<file path="src/rtl/mole_spawner.sv">
// Mole bitmap generator: LFSR-chosen hole with linear probing, per-hole lifetime
// countdown, and whack/expiry resolution into one-cycle hit and miss masks.
module mole_spawner #(
    parameter int          NUM_HOLES  = 5,
    parameter int          MAX_ACTIVE = 2,
    parameter int          LIFE_W     = 8,
    parameter logic [15:0] SEED       = 16'hACE1
) (
    input  logic                           clock,
    input  logic                           reset,
    input  logic                           spawn_req,
    input  logic [LIFE_W-1:0]              lifetime,
    input  logic                           tick_en,
    input  logic [NUM_HOLES-1:0]           whack,
    output logic [NUM_HOLES-1:0]           moles,
    output logic [$clog2(NUM_HOLES+1)-1:0] active_count,
    output logic                           busy,
    output logic                           spawn_done,
    output logic [$clog2(NUM_HOLES)-1:0]   spawn_idx,
    output logic                           spawn_fail,
    output logic [NUM_HOLES-1:0]           hit_mask,
    output logic [NUM_HOLES-1:0]           miss_mask
);
    localparam int IW = $clog2(NUM_HOLES);
    localparam int CW = $clog2(NUM_HOLES + 1);

    localparam logic [15:0]       SEED_EFF = (SEED == 16'h0000) ? 16'h0001 : SEED;
    localparam logic [IW-1:0]     LAST_IDX = IW'(NUM_HOLES - 1);
    localparam logic [CW-1:0]     MAX_CNT  = CW'(MAX_ACTIVE);
    localparam logic [LIFE_W-1:0] LIFE_ONE = LIFE_W'(1);

    typedef enum logic [0:0] {
        IDLE  = 1'b0,
        PROBE = 1'b1
    } state_t;

    function automatic logic [15:0] lfsr_next(input logic [15:0] l);
        return {l[14:0], l[15] ^ l[13] ^ l[12] ^ l[10]};
    endfunction

    function automatic logic [IW-1:0] lfsr_to_hole(input logic [15:0] l);
        return IW'(l % 16'(NUM_HOLES));
    endfunction

    function automatic logic [IW-1:0] wrap_inc(input logic [IW-1:0] c);
        return (c == LAST_IDX) ? '0 : c + 1'b1;
    endfunction

    function automatic logic [CW-1:0] popcount(input logic [NUM_HOLES-1:0] v);
        logic [CW-1:0] n;
        n = '0;
        for (int i = 0; i < NUM_HOLES; i++) begin
            n = n + CW'(v[i]);
        end
        return n;
    endfunction

    function automatic logic [LIFE_W-1:0] clamp_life(input logic [LIFE_W-1:0] lt);
        return (lt == '0) ? LIFE_ONE : lt;
    endfunction

    state_t                state_q, state_d;
    logic [15:0]           lfsr;
    logic [IW-1:0]         cand_q, cand_d;
    logic [IW-1:0]         probes_q, probes_d;
    logic [LIFE_W-1:0]     life_q [NUM_HOLES];

    logic                  place;
    logic                  fail_d;
    logic [NUM_HOLES-1:0]  grant_vec;
    logic [NUM_HOLES-1:0]  hit_vec;
    logic [NUM_HOLES-1:0]  expire_vec;
    logic [NUM_HOLES-1:0]  moles_d;

    assign active_count = popcount(moles);
    assign busy         = (state_q != IDLE);

    // Per-hole event resolution: a whack outranks an expiry on the same hole.
    always_comb begin
        hit_vec    = whack & moles;
        expire_vec = '0;
        for (int i = 0; i < NUM_HOLES; i++) begin
            if (moles[i] && tick_en && (life_q[i] == LIFE_ONE) && !hit_vec[i]) begin
                expire_vec[i] = 1'b1;
            end
        end
    end

    // Placement FSM works on the pre-clear bitmap, so a hole freed this cycle
    // is never granted in the same cycle.
    always_comb begin
        state_d   = state_q;
        cand_d    = cand_q;
        probes_d  = probes_q;
        place     = 1'b0;
        fail_d    = 1'b0;
        grant_vec = '0;
        case (state_q)
            IDLE: begin
                if (spawn_req) begin
                    if (active_count < MAX_CNT) begin
                        cand_d   = lfsr_to_hole(lfsr);
                        probes_d = '0;
                        state_d  = PROBE;
                    end else begin
                        fail_d = 1'b1;
                    end
                end
            end
            PROBE: begin
                if (!moles[cand_q]) begin
                    place   = 1'b1;
                    state_d = IDLE;
                end else if (probes_q < LAST_IDX) begin
                    cand_d   = wrap_inc(cand_q);
                    probes_d = probes_q + 1'b1;
                end else begin
                    fail_d  = 1'b1;
                    state_d = IDLE;
                end
            end
            default: state_d = IDLE;
        endcase
        grant_vec[cand_q] = place;
        moles_d = (moles & ~hit_vec & ~expire_vec) | grant_vec;
    end

    always_ff @(posedge clock) begin
        if (!reset) begin
            lfsr       <= SEED_EFF;
            state_q    <= IDLE;
            cand_q     <= '0;
            probes_q   <= '0;
            moles      <= '0;
            spawn_idx  <= '0;
            spawn_done <= 1'b0;
            spawn_fail <= 1'b0;
            hit_mask   <= '0;
            miss_mask  <= '0;
        end else begin
            lfsr       <= lfsr_next(lfsr);
            state_q    <= state_d;
            cand_q     <= cand_d;
            probes_q   <= probes_d;
            moles      <= moles_d;
            spawn_done <= place;
            spawn_fail <= fail_d;
            hit_mask   <= hit_vec;
            miss_mask  <= expire_vec;
            if (place) begin
                spawn_idx <= cand_q;
            end
        end
    end

    always_ff @(posedge clock) begin
        for (int i = 0; i < NUM_HOLES; i++) begin
            if (!reset) begin
                life_q[i] <= '0;
            end else if (grant_vec[i]) begin
                life_q[i] <= clamp_life(lifetime);
            end else if (hit_vec[i] || expire_vec[i]) begin
                life_q[i] <= '0;
            end else if (moles[i] && tick_en && (life_q[i] > LIFE_ONE)) begin
                life_q[i] <= life_q[i] - 1'b1;
            end
        end
    end

endmodule

</file>
<file path="config.mk">
export PLATFORM = sky130hd
export DESIGN_NAME = mole_spawner
export DESIGN_NICKNAME = d
export VERILOG_FILES = /design/src/rtl/mole_spawner.sv
export SDC_FILE = /design/constraint.sdc
export NUM_CORES = 1
export LEC_CHECK = 0
export ABC_AREA = 1
export CAP_MARGIN = 0
export CORE_MARGIN = 3
export CORE_UTILIZATION = 64
export DETAILED_ROUTE_END_ITERATION = 10
export PLACE_DENSITY = 0.84
export SYNTH_ARGS = -nofsm -noshare
export SYNTH_HDL_FRONTEND = slang
export SYNTH_SLANG_ARGS = --single-unit
</file>
<file path="constraint.sdc">
create_clock -name clock -period 16.3 [get_ports clock]
set_clock_uncertainty 0.05 [all_clocks]
set_input_delay 4.89 -clock clock [delete_from_list [all_inputs] [get_ports clock]]
set_output_delay 4.89 -clock clock [all_outputs]
set_load 0.05 [all_outputs]
</file>
Yosys cells after proc, flatten, opt, wreduce, memory -nomap -nowiden
Memories as Yosys holds them, arrays and structs flattened. Cells that the tools add are included.

Bits in registers: 43. RAM bits: 40. Bits of input ports: 17. Logic and storage cells: 210. Memories: 1.

$add $sub $neg: 11. Div/mod/pow operators: 1. Magnitude comparators: 9. Equal/unequal tests: 10. Multiplexer cells: 109. Bitwise operators: 26. Reductions and logical operators: 33.

Memories: life_q (words 5, bits a word 8, read ports 5, clocked after memory_dff 0, wr ports 5, RTL line 66) `logic [LIFE_W-1:0] life_q [NUM_HOLES];`.

Operators with widths (number): $mux W8 (16); $mux W1 (78); $eq A8 B1 Y1 const B (5); $gt A8 B1 Y1 const B (5); $sub A8 B1 Y8 const B (5); $mux W3 (9); $logic_and A1 B1 Y1 (21); $and A5 B5 Y5 (4); $mod A16 B3 Y16 const B (1); $or A1 B1 Y1 (15); $pmux W3 S2 (2); $not A5 Y5 (2); $logic_not A8 Y1 (1); $add A3 B1 Y3 (2); $add A3 B1 Y3 const B (2); $logic_not A1 Y1 (5); $logic_or A1 B1 Y1 (5); $or A5 B5 Y5 (1); $lt A3 B4 Y1 const B (1); $ne A2 B1 Y1 const B (2); $ne A2 B2 Y1 const B (2); $pmux W1 S2 (2); $reduce_and A4 Y1 (1); $add A2 B1 Y3 (1); other kinds (9) (11).

Logic depth before layout (Yosys ltp)
Gate-level depths: netlist of run 1.

Depth after elaboration: 11. Gate-level depth with buffers: 71. Mapped depth without buffers: 71.

Worst setup path after synthesis of run 1
Ideal clock, no wire load.

Path kind: register to output. Start point: register moles[0]. End point: output port active_count[1]. Data arrival time: 2.175 ns. Data required time: 11.360 ns. Path slack: 9.185 ns. Cell stages (with the launch flop): 4. Path buffers: 0. Path through: dfxtp_1 > fa_1 > fa_1 > ha_1.

Longest elaborated chain between the ends: 4.

RTL lines: start: declaration (RTL line 15) `output logic [NUM_HOLES-1:0] moles,`; start signal: assignment (RTL line 145) `moles <= moles_d;`; $add A1 B1 Y2 (RTL line 53) `n = n + CW'(v[i]);`; $add A2 B1 Y3 (RTL line 53); $add A3 B1 Y3 (2 in a row) (RTL line 53); end: declaration (RTL line 16) `output logic [$clog2(NUM_HOLES+1)-1:0] active_count,`.

Every way passes these cells.

Worst setup path in the final report of run 1
Start point: register moles[3]. End point: output port active_count[1].

Longest elaborated chain between the ends: 2.

RTL lines (RTL line): $add A3 B1 Y3 (2 in a row) (53).

Every way passes these cells.

==> metrics.md, run 1 <==
| Metric | Value |
|---|---|
| Starting density of the core | `approximately 68%` |
| Total track usage | `between 20% and 30%` |
| Static Leakage | `roughly 2.9 nW` |
| Die footprint | `~9600 um2` |
| Layout cells sized above 1 | `10.5%` |
| Fillers | `609` |
| Postcts setup bufs | `0` |
| Critical-path top delay cell | `clkdlybuf4s50_1` |
| Crit-path cells | `fa_1, fa_1, ha_1, clkdlybuf4s50_1` |
| CP Data Arrival Time | `about 2800 ps` |
| Worst rel slew slack | `approximately half` |
| Rows | `32` |
| Cell area after layout | `just over 6000 um2` |
| Die Width | `97.9 um` |
| Post-synth EDFFs | `40` |
| Nets | `823` |
| Worst Tran Pin Value | `between 700 and 800 ps` |
| DR DRC count | `0` |
| Power per Cell Area | `a little under 200 nW/um2` |
| Crit share post-route | `around 47%` |
| TritonCTS Sinks | `slightly above 80` |
| Crit path required time | `11,360 ps` |
| Max Freq | `roughly 130 MHz` |
| First-pass GRT wire length | `20,900 um` |
| Largest net degree at the start of global routing | `32` |
| Number of cells produced by synthesis | `740` |
| Dpl hpwl | `a little over 9000 um` |
| Max-Cap Viols | `0` |
| Antenna Cells | `0` |
| Yosys top cell by area | `edfxtp_1` |
| Die height | `97.9 um` |
| Synthesis-stage register bit count | `83` |
| Drt via density | `~5.6` |
| Worst path max stage delay | `about 790 ps` |
| Worst min path class | `reg -> reg` |
| Main synth FF type | `dfxtp_1` |
| CTS resizes | `0` |
| H-tree depth | `3` |
| Crit path time final | `about 7700 ps` |
| Area grow syn2layout | `12.7%` |
| YS warnings | `0` |
| Placed Cells | `876` |
| Avg Inst Size Synth | `7.30 um2` |
| IR drop worst, VDD | `between 0.1 and 0.15 mV` |
| Core Region | `about 8000 um2` |
| Final setup fails | `0` |
| Total number of vias | `roughly 5,000` |
| Ys async rst share | `0%` |
| Placed cell area | `approximately 5900 um2` |
| Crit-path leading delay family | `adder cells` |
| Commonest non-fill, non-tap cell in the layout | `nand2_1` |
| Syn Nets | `778` |
| Final Power | `about 1.2 mW` |
| Top Ports | `between 40 and 50` |
| Initial DRC count | `approximately 320` |
| Status | `finished clean` |
| Area of the mapped netlist | `between 5000 and 6000 um2` |
| Most numerous cell on the critical path | `fa_1` |
| Share of the synthesized area in the top cell type | `about 22%` |
| Clock root buffer | `clkbuf_8` |
| Vias in the first global route | `about 4,800` |
| Worst-path fanout max | `6` |
| Setup TNS | `0 ps` |
| Hold Buf Count CTS | `0` |
| Seq/Total Area, Yosys | `about two fifths` |
| Distinct cells, synth | `42` |
| Port Buf Inserts | `40` |
| CP Launch Type | `register` |
| CTS tree | `built` |
| Crit path capture type | `output port` |
| Drt pass-1 iters | `5` |
| Clk buf depth | `2` |
| Worst-Skew Late Latency | `roughly 360 ps` |
| Remaining antenna violation count | `0` |
| Max-slew violations | `0` |
| Average routed wire per standard cell | `approximately 14 um` |
| WL final | `~12,000 um` |
| Unrepaired setup endpoints after global routing | `no` |
| Crit path buffers/inverters | `1` |
| Worst setup path class | `reg -> out` |
| Gpl congestion | `0.924` |
| Post-Layout Cell Count | `892` |
| Reg clk slew, reported paths | `around 80 ps` |
| Total grt overflow | `0` |
| CTS buffer count | `9` |
| Most frequent cells in the layout | `nand2_1, inv_1, nor2_1` |
| Initial antenna violation count | `0` |
| Ranking of synthesized cells by area | `edfxtp_1, dfxtp_1, nand2_1` |
| Final Hold Fails | `0` |
## final timing paths
| kind | startpoint | endpoint | cells past startpoint | slack [ps] |
|---|---|---|---|---|
| worst min register to register | lfsr[7] | lfsr[8] | 2 | 410 |
| worst max-delay path | moles[3] | active_count[1] | 4 | 8560 |
| worst min-delay path | lfsr[7] | lfsr[8] | 2 | 410 |
| worst max register to register | lfsr[12] | cand_q[1] | 55 | 10110 |
## logic make-up (layout without fill, tap and decap cells)
group                    count (synthesis)  in the layout  synth area share (%)
buffers and inverters                  137            187                  9.54
flip-flops                              83             83                  38.2
XOR/XNOR                                28             28                  4.54
AND/OR/NAND/NOR                        379            379                  32.4
adder cells (fa/ha/maj)                 21             21                  5.14
AO/OA/AOI/OAI                           92             92                  10.2
## per-layer routing
metal	track usage, %	routed length (um)
met1	34.2	5280
met2	44.1	5940
met5	0	0
met3	6.21	864
met4	5.96	166
## where the power goes
part           internal [mW]  switching [mW]  total [mW]  leakage (nW)
Clock                 0.0592          0.0747       0.134        0.0901
Sequential             0.240          0.0190       0.259         0.768
Combinational          0.271           0.520       0.791          2.02
## through the flow
stage	hold slack (ps)	setup WS, ps	utilization, %
detailed placement	402	8950	74.2
CTS	410	8570	76.4
global placement	402	9030	74.2
finish	409	8560	76.4
floorplan	384	9180	-
global route	441	8460	76.4
## worst reg2reg max path, delay by kind of cell (launching register included)
kind | cells | cell delay (ps)
DFF | 1 | 480
xor gates and xnor gates | 1 | 240
buffers and inverters | 8 | 500
and+or+nand+nor | 40 | 3750
adders and majority gates | 2 | 410
AOI/OAI and AO/OA | 4 | 580
## flip-flops by register name, indices dropped and copies added (netlist names)
register	count
spawn_idx	3
busy	1
life_q	40
hit_mask	5
miss_mask	5
spawn_fail	1
cand_q	3
probes_q	3
moles	5
spawn_done	1
lfsr	16
## synthesized netlist by cell type, types with 3 or more instances
library cell / instances
inv_2: 13
inv_1: 115
xor2_1: 13
nand2_1: 157
xnor2_1: 15
nor4_1: 3
nand4_1: 13
a21oi_1: 13
a31oi_1: 3
o22ai_1: 18
dfxtp_1: 43
clkbuf_1: 5
nand3_1: 65
o21ai_0: 40
ha_1: 19
nor2_1: 70
nor3_1: 16
nand3_2: 6
nand3b_1: 5
or2_2: 3
nand2_2: 34
edfxtp_1: 40
o31ai_1: 3
## layout make-up
cell class / count / area, um2 / area share, %
Clock inverter: 6 / 38.8 / 0.637
Clock buffer: 10 / 138 / 2.26
Multi-Input combinational cell: 520 / 2830 / 46.4
Timing Repair Buffer: 41 / 408 / 6.70
Inverter: 130 / 488 / 8.01
Sequential cell: 83 / 2060 / 33.9
Tap cell: 102 / 128 / 2.10
No activity file was read; power rests on OpenSTA's default activity.
==> run 2: changes to the inputs <==
--- a/config.mk
+++ b/config.mk
@@ -8,9 +8,9 @@
 export ABC_AREA = 1
 export CAP_MARGIN = 0
 export CORE_MARGIN = 3
-export CORE_UTILIZATION = 64
+export CORE_UTILIZATION = 54
 export DETAILED_ROUTE_END_ITERATION = 10
-export PLACE_DENSITY = 0.84
+export PLACE_DENSITY = 0.75
 export SYNTH_ARGS = -nofsm -noshare
 export SYNTH_HDL_FRONTEND = slang
 export SYNTH_SLANG_ARGS = --single-unit
==> constraint.sdc (replaced) <==
create_clock -name clock -period 6.2 [get_ports clock]
set_clock_uncertainty 0.05 [all_clocks]
set_input_delay 1.86 -clock clock [delete_from_list [all_inputs] [get_ports clock]]
set_output_delay 1.86 -clock clock [all_outputs]
set_load 0.05 [all_outputs]
==> run 2 against run 1 <==
Final area grew 10%. Via count rose by 4.5%. Die area is 17% higher. Combinational power increased to 3.9 times the previous value. Register-to-register slack got worse by 10000 ps. Core utilization shrank 5.4 points. Clock power rose to 3.2 times the previous value. Cell count up 5.3%. Total power grew to 3.5 times the previous value. Global-route usage down 3.8 points. Clock-buffer cell count is 2 higher. Critical path depth is 57 higher. Largest power group unchanged.
==> metrics.md, run 2 (synthesis results as in run 1) <==
| Metric | Value |
|---|---|
| Hold Buf Count CTS | `0 (unchanged)` |
| Worst-Skew Late Latency | `350 ps (about the same)` |
| Vias in the first global route | `4,728 (-0.59%)` |
| Status | `finished clean` |
| CP Launch Type | `register` |
| Final setup fails | `0 (unchanged)` |
| Nets | `843 (+2.4%)` |
| First-pass GRT wire length | `20,600 um (-1.6%)` |
| H-tree depth | `3 (unchanged)` |
| Starting density of the core | `57.1% (-11 points)` |
| Drt via density | `5.52 (-0.77%)` |
| Gpl congestion | `0.864 (-6.6%)` |
| Worst min path class | `reg -> reg` |
| Layout cells sized above 1 | `19.5% (+9.0 points)` |
| Die Width | `106 um (+8.3%)` |
| Dpl hpwl | `9240 um (-0.33%)` |
| Worst-path fanout max | `5 (-1)` |
| Critical-path top delay cell | `dfxtp_4` |
| CTS buffer count | `9 (unchanged)` |
| Unrepaired setup endpoints after global routing | `yes` |
| WL final | `13,600 um (+11%)` |
| Max-slew violations | `0 (unchanged)` |
| Crit path time final | `roughly 6000 ps` |
| Final Power | `4.16 mW (+250%)` |
| Power per Cell Area | `619 nW/um2 (+220%)` |
| Static Leakage | `3.09 nW (+7.3%)` |
| Total track usage | `22.3% (-3.8 points)` |
| Worst rel slew slack | `46.1% (-3.1 points)` |
| IR drop worst, VDD | `0.654 mV (+430%)` |
| Reg clk slew, reported paths | `90 ps (about the same)` |
| Total grt overflow | `0 (unchanged)` |
| Crit path capture type | `register` |
| Port Buf Inserts | `40 (unchanged)` |
| Crit path required time | `6440 ps (-4920 ps)` |
| Most flop-heavy register | `life_q` |
| TritonCTS Sinks | `83 (unchanged)` |
| Worst setup path class | `reg -> reg` |
| Clock root buffer | `clkbuf_8` |
| Top Ports | `41 (unchanged)` |
| Biggest regs | `life_q (40), lfsr (16)` |
| Placed Cells | `904 (+3.2%)` |
| CTS tree | `built` |
| Core Region | `9460 um2 (+19%)` |
| Post-Layout Cell Count | `939 (+5.3%)` |
| Worst path max stage delay | `430 ps (-360 ps)` |
| Die height | `106 um (+8.3%)` |
| Drt pass-1 iters | `7 (+2)` |
| Average routed wire per standard cell | `14.5 um (+5.8%)` |
| Initial DRC count | `319 (+0.31%)` |
| Setup TNS | `0 ps (unchanged)` |
| Antenna Cells | `0 (unchanged)` |
| Die footprint | `11,200 um2 (+17%)` |
| Largest net degree at the start of global routing | `18 (-44%)` |
| Initial antenna violation count | `0 (unchanged)` |
| Remaining antenna violation count | `0 (unchanged)` |
| Total number of vias | `5,180 (+4.5%)` |
| DR DRC count | `0 (unchanged)` |
| Final Hold Fails | `0 (unchanged)` |
| CP Data Arrival Time | `6340 ps (+3540 ps)` |
| Most frequent cells in the layout | `nand2_1, inv_1, nor2_1` |
| Crit share post-route | `98.5%` |
| Fin Hold WS | `435 ps (+26.3 ps)` |
| Clk buf depth | `2 (unchanged)` |
| Area grow syn2layout | `24.4%` |
| Max Freq | `164 MHz` |
| Number of flip-flops under the largest register name | `40 (unchanged)` |
| Worst Tran Pin Value | `798 ps (+45.8 ps)` |
| Max-Cap Viols | `0 (unchanged)` |
| Most numerous cell on the critical path | `nand2_2` |
| Rows | `35 (+9.4%)` |
| Commonest non-fill, non-tap cell in the layout | `nand2_1` |
==> run 2: changes by cell type in the layout (fill, tap and decap cells not counted), moves of 3 or more <==
cell and delta:
inv_2 +4, nand3_4 +5, nand3_2 +8, nand3_1 -13, inv_4 +4, inv_1 -7, nor2_1 -3, nand2_1 -21
dfxtp_1 -4, nand2_4 +21, dfxtp_4 +4, buf_4 +19, nor2_4 +4
==> run 2: what timing repair did <==
action / CTS / global route
endpoints found under the setup margin: 0 / 3
buffers inserted: 0 / 19
gates resized for setup: 0 / 103
==> run 2: metrics by stage <==
stage	utilization [%]	area, um2	worst slack, ps
3_5_place_dp	62.9	5950	60.5
2_1_floorplan	-	5400	825
4_1_cts	65.3	6170	15.4
3_3_place_gp	62.9	5950	479
5_1_grt	71.1	6720	-394
6_report	71.1	6720	93.7
==> run 2: critical path: cells and delay by family (launching register included) <==
kind            cells  cell delay, ps
compound gates      3             440
xor+xnor            1             220
fa+ha+maj           2             340
buf+inv            10             660
flops               1             430
simple gates       45            3860
==> run 2: final timing paths <==
check                                  from     endpoint  slack (ps)  cells past startpoint
worst max-delay path               lfsr[13]    cand_q[0]          90                     61
worst min-delay path            probes_q[0]  probes_q[0]         440                      2
worst max register to register     lfsr[13]    cand_q[0]          90                     61
worst min register to register  probes_q[0]  probes_q[0]         440                      2
==> run 2: power by group <==
part           internal (mW)  switching, mW
Combinational           1.17           1.88
Sequential             0.631         0.0515
Clock                  0.238          0.192
Total                   2.04           2.12
==> run 2: layer usage <==
layer  vias up  wire [um]  track usage [%]
met5         -          0                0
met4         0        329             7.31
met3        33        783             3.95
met2       160       6840             39.9
met1      2434       5690             27.2
li1       2553          -                -
==> run 2: area by class of cell <==
cell class,instances,area (um2)
clock inverters,4,75.1
flip-flops and latches,83,2080
fillers,764,2740
repair buffers,61,562
clock buffers,12,145
well taps,129,161
multi-input cells,520,3200
inverters,130,498
==> run 3: changes to the inputs <==
--- a/config.mk
+++ b/config.mk
@@ -7,10 +7,12 @@
 export LEC_CHECK = 0
 export ABC_AREA = 1
 export CAP_MARGIN = 0
+export CORE_ASPECT_RATIO = 1.25
 export CORE_MARGIN = 3
 export CORE_UTILIZATION = 54
 export DETAILED_ROUTE_END_ITERATION = 10
 export PLACE_DENSITY = 0.75
+export SLEW_MARGIN = 20
 export SYNTH_ARGS = -nofsm -noshare
 export SYNTH_HDL_FRONTEND = slang
 export SYNTH_SLANG_ARGS = --single-unit
==> run 3 against run 2 <==
Register-to-register slack hardly changed. Core utilization down 0.25 points. Combinational power is essentially flat. Non-clock buffer count is 1 lower. Global-route usage grew 0.68 points. Die area barely moved. First-iteration DRC count decreased by 7.8%. Final area up 2.3%. Total power up 3.0%. Sequential power about the same. Critical path depth is 4 higher. Clock power increased by 34%. Largest cell class unchanged.
==> metrics.md, run 3 (synthesis results as in run 1) <==
| Metric | Value |
|---|---|
| Status | `finished clean` |
| CTS tree | `built` |
| Core Region | `9710 um2 (+2.6%)` |
| Crit path buffers/inverters | `10 (unchanged)` |
| Average routed wire per standard cell | `14.8 um (+1.8%)` |
| Worst setup margin | `90.5 ps (-3.19 ps)` |
| Clock root buffer | `clkbuf_16` |
| Starting density of the core | `55.7% (-1.5 points)` |
| Total track usage | `23.0% (+0.68 points)` |
| Top Ports | `41 (unchanged)` |
| Crit-path leading delay family | `simple AND/OR/NAND/NOR gates` |
| Hold Buf Count CTS | `0 (unchanged)` |
| Layout cells sized above 1 | `21.4% (+1.9 points)` |
| Setup TNS | `0 ps (unchanged)` |
| Commonest non-fill, non-tap cell in the layout | `nand2_1` |
| Die height | `118 um (+11%)` |
| Total grt overflow | `0 (unchanged)` |
| Gpl congestion | `0.938 (+8.6%)` |
| Worst path max stage delay | `380 ps (-50 ps)` |
| Pre-CTS WS | `18.3 ps (-42.3 ps)` |
| Final Hold Fails | `0 (unchanged)` |
| Drt pass-1 iters | `4 (-3)` |
| CTS buffer count | `9 (unchanged)` |
| Biggest regs | `life_q (40), lfsr (16)` |
| Total number of vias | `5,126 (-1.0%)` |
| Worst rel slew slack | `42.3% (-3.8 points)` |
| Initial antenna violation count | `0 (unchanged)` |
| IR drop worst, VDD | `0.574 mV (-12%)` |
| CP Data Arrival Time | `6240 ps (-100 ps)` |
| Max Freq | `164 MHz (about the same)` |
| Antenna Cells | `0 (unchanged)` |
| Number of flip-flops under the largest register name | `40 (unchanged)` |
| CP Launch Type | `register` |
| DR DRC count | `0 (unchanged)` |
| Most flop-heavy register | `life_q` |
| Fin Hold WS | `423 ps (-12.3 ps)` |
| Most numerous cell on the critical path | `nand2_4` |
| Static Leakage | `3.16 nW (+2.3%)` |
| Worst min path class | `reg -> reg` |
| Port Buf Inserts | `40 (unchanged)` |
| Area grow syn2layout | `27.2%` |
| Die Width | `95.5 um (-10%)` |
| Clk buf depth | `2 (unchanged)` |
| Die footprint | `11,300 um2 (about the same)` |
| Final setup fails | `0 (unchanged)` |
| Worst Tran Pin Value | `864 ps (+66.3 ps)` |
| Reg clk slew, reported paths | `60 ps (-30 ps)` |
| Worst setup path class | `reg -> reg` |
| Crit path time final | `6110 ps (+3.19 ps)` |
| Initial DRC count | `294 (-7.8%)` |
| Dpl hpwl | `9440 um (+2.1%)` |
| Worst-path fanout max | `7 (+2)` |
| WL final | `13,800 um (+1.4%)` |
| Largest net degree at the start of global routing | `24 (+6)` |
| Drt via density | `5.48 (-0.62%)` |
| Rows | `40 (+14%)` |
| Max-slew violations | `0 (unchanged)` |
| H-tree depth | `3 (unchanged)` |
| TritonCTS Sinks | `83 (unchanged)` |
| Power per Cell Area | `623 nW/um2 (+0.66%)` |
| Crit share post-route | `98.5% (about the same)` |
| Crit path required time | `6330 ps (-110 ps)` |
| First-pass GRT wire length | `20,800 um (+0.91%)` |
| Unrepaired setup endpoints after global routing | `yes` |
| Critical-path top delay cell | `dfxtp_4` |
| Nets | `842 (-0.12%)` |
| Vias in the first global route | `4,743 (+0.32%)` |
| Most frequent cells in the layout | `nand2_1, inv_1, nor2_1` |
| Crit path capture type | `register` |
| Max-Cap Viols | `0 (unchanged)` |
| Remaining antenna violation count | `0 (unchanged)` |
| Worst-Skew Late Latency | `340 ps (about the same)` |
-- run 3: routing by layer --
metal  track usage (%)  part of all wire, %  up-vias
met5                 0                    0        -
met4              7.65                  1.9        0
met3              3.77                  4.1       22
met1              28.4                   42     2405
met2              40.0                   52      148
li1                  -                    -     2551
-- run 3: worst reg2reg max path, delay by kind of cell (launching register included) --
family          cells  cell delay, ps
simple gates       50            4170
buf+inv            10             640
fa+ha+maj           2             330
xor+xnor            1             210
flops               1             380
compound gates      2             210
-- run 3: timing repair --
item / CTS / global route
gates resized for setup: 0 / 119
setup buffers: 0 / 19
endpoints found under the setup margin: 0 / 3
-- run 3: cell type report --
type,instances,area (um2)
timing repair buffer,60,551
tap,126,158
sequential,83,2070
fill,757,2830
inverter,130,495
clock buffer,14,264
clock inverter,2,60.1
multi-input combinational,520,3270
-- run 3: power by group --
| group | total, mW | switching (mW) | internal, mW |
|---|---|---|---|
| Sequential | 0.685 | 0.0526 | 0.632 |
| Combinational | 3.02 | 1.89 | 1.13 |
| Clock | 0.575 | 0.200 | 0.375 |
| Total | 4.28 | 2.14 | 2.14 |
-- run 3: metrics by stage --
| step | utilization (%) | instance area [um2] | power [mW] | instances |
|---|---|---|---|---|
| after floorplan | - | 5400 | 2.42 | 740 |
| after global placement | 61.2 | 5940 | 2.68 | 900 |
| after detailed placement | 61.2 | 5940 | 2.77 | 900 |
| after CTS | 64.5 | 6270 | 3.37 | 916 |
| after global routing | 70.8 | 6880 | 4.59 | 935 |
| final | 70.8 | 6880 | 4.28 | 935 |
-- run 3: worst paths after layout --
path	from	to	slack [ps]	cells after the start
max	lfsr[15]	cand_q[1]	90	65
min	lfsr[8]	lfsr[9]	420	2
min reg2reg	lfsr[8]	lfsr[9]	420	2
max reg2reg	lfsr[15]	cand_q[1]	90	65
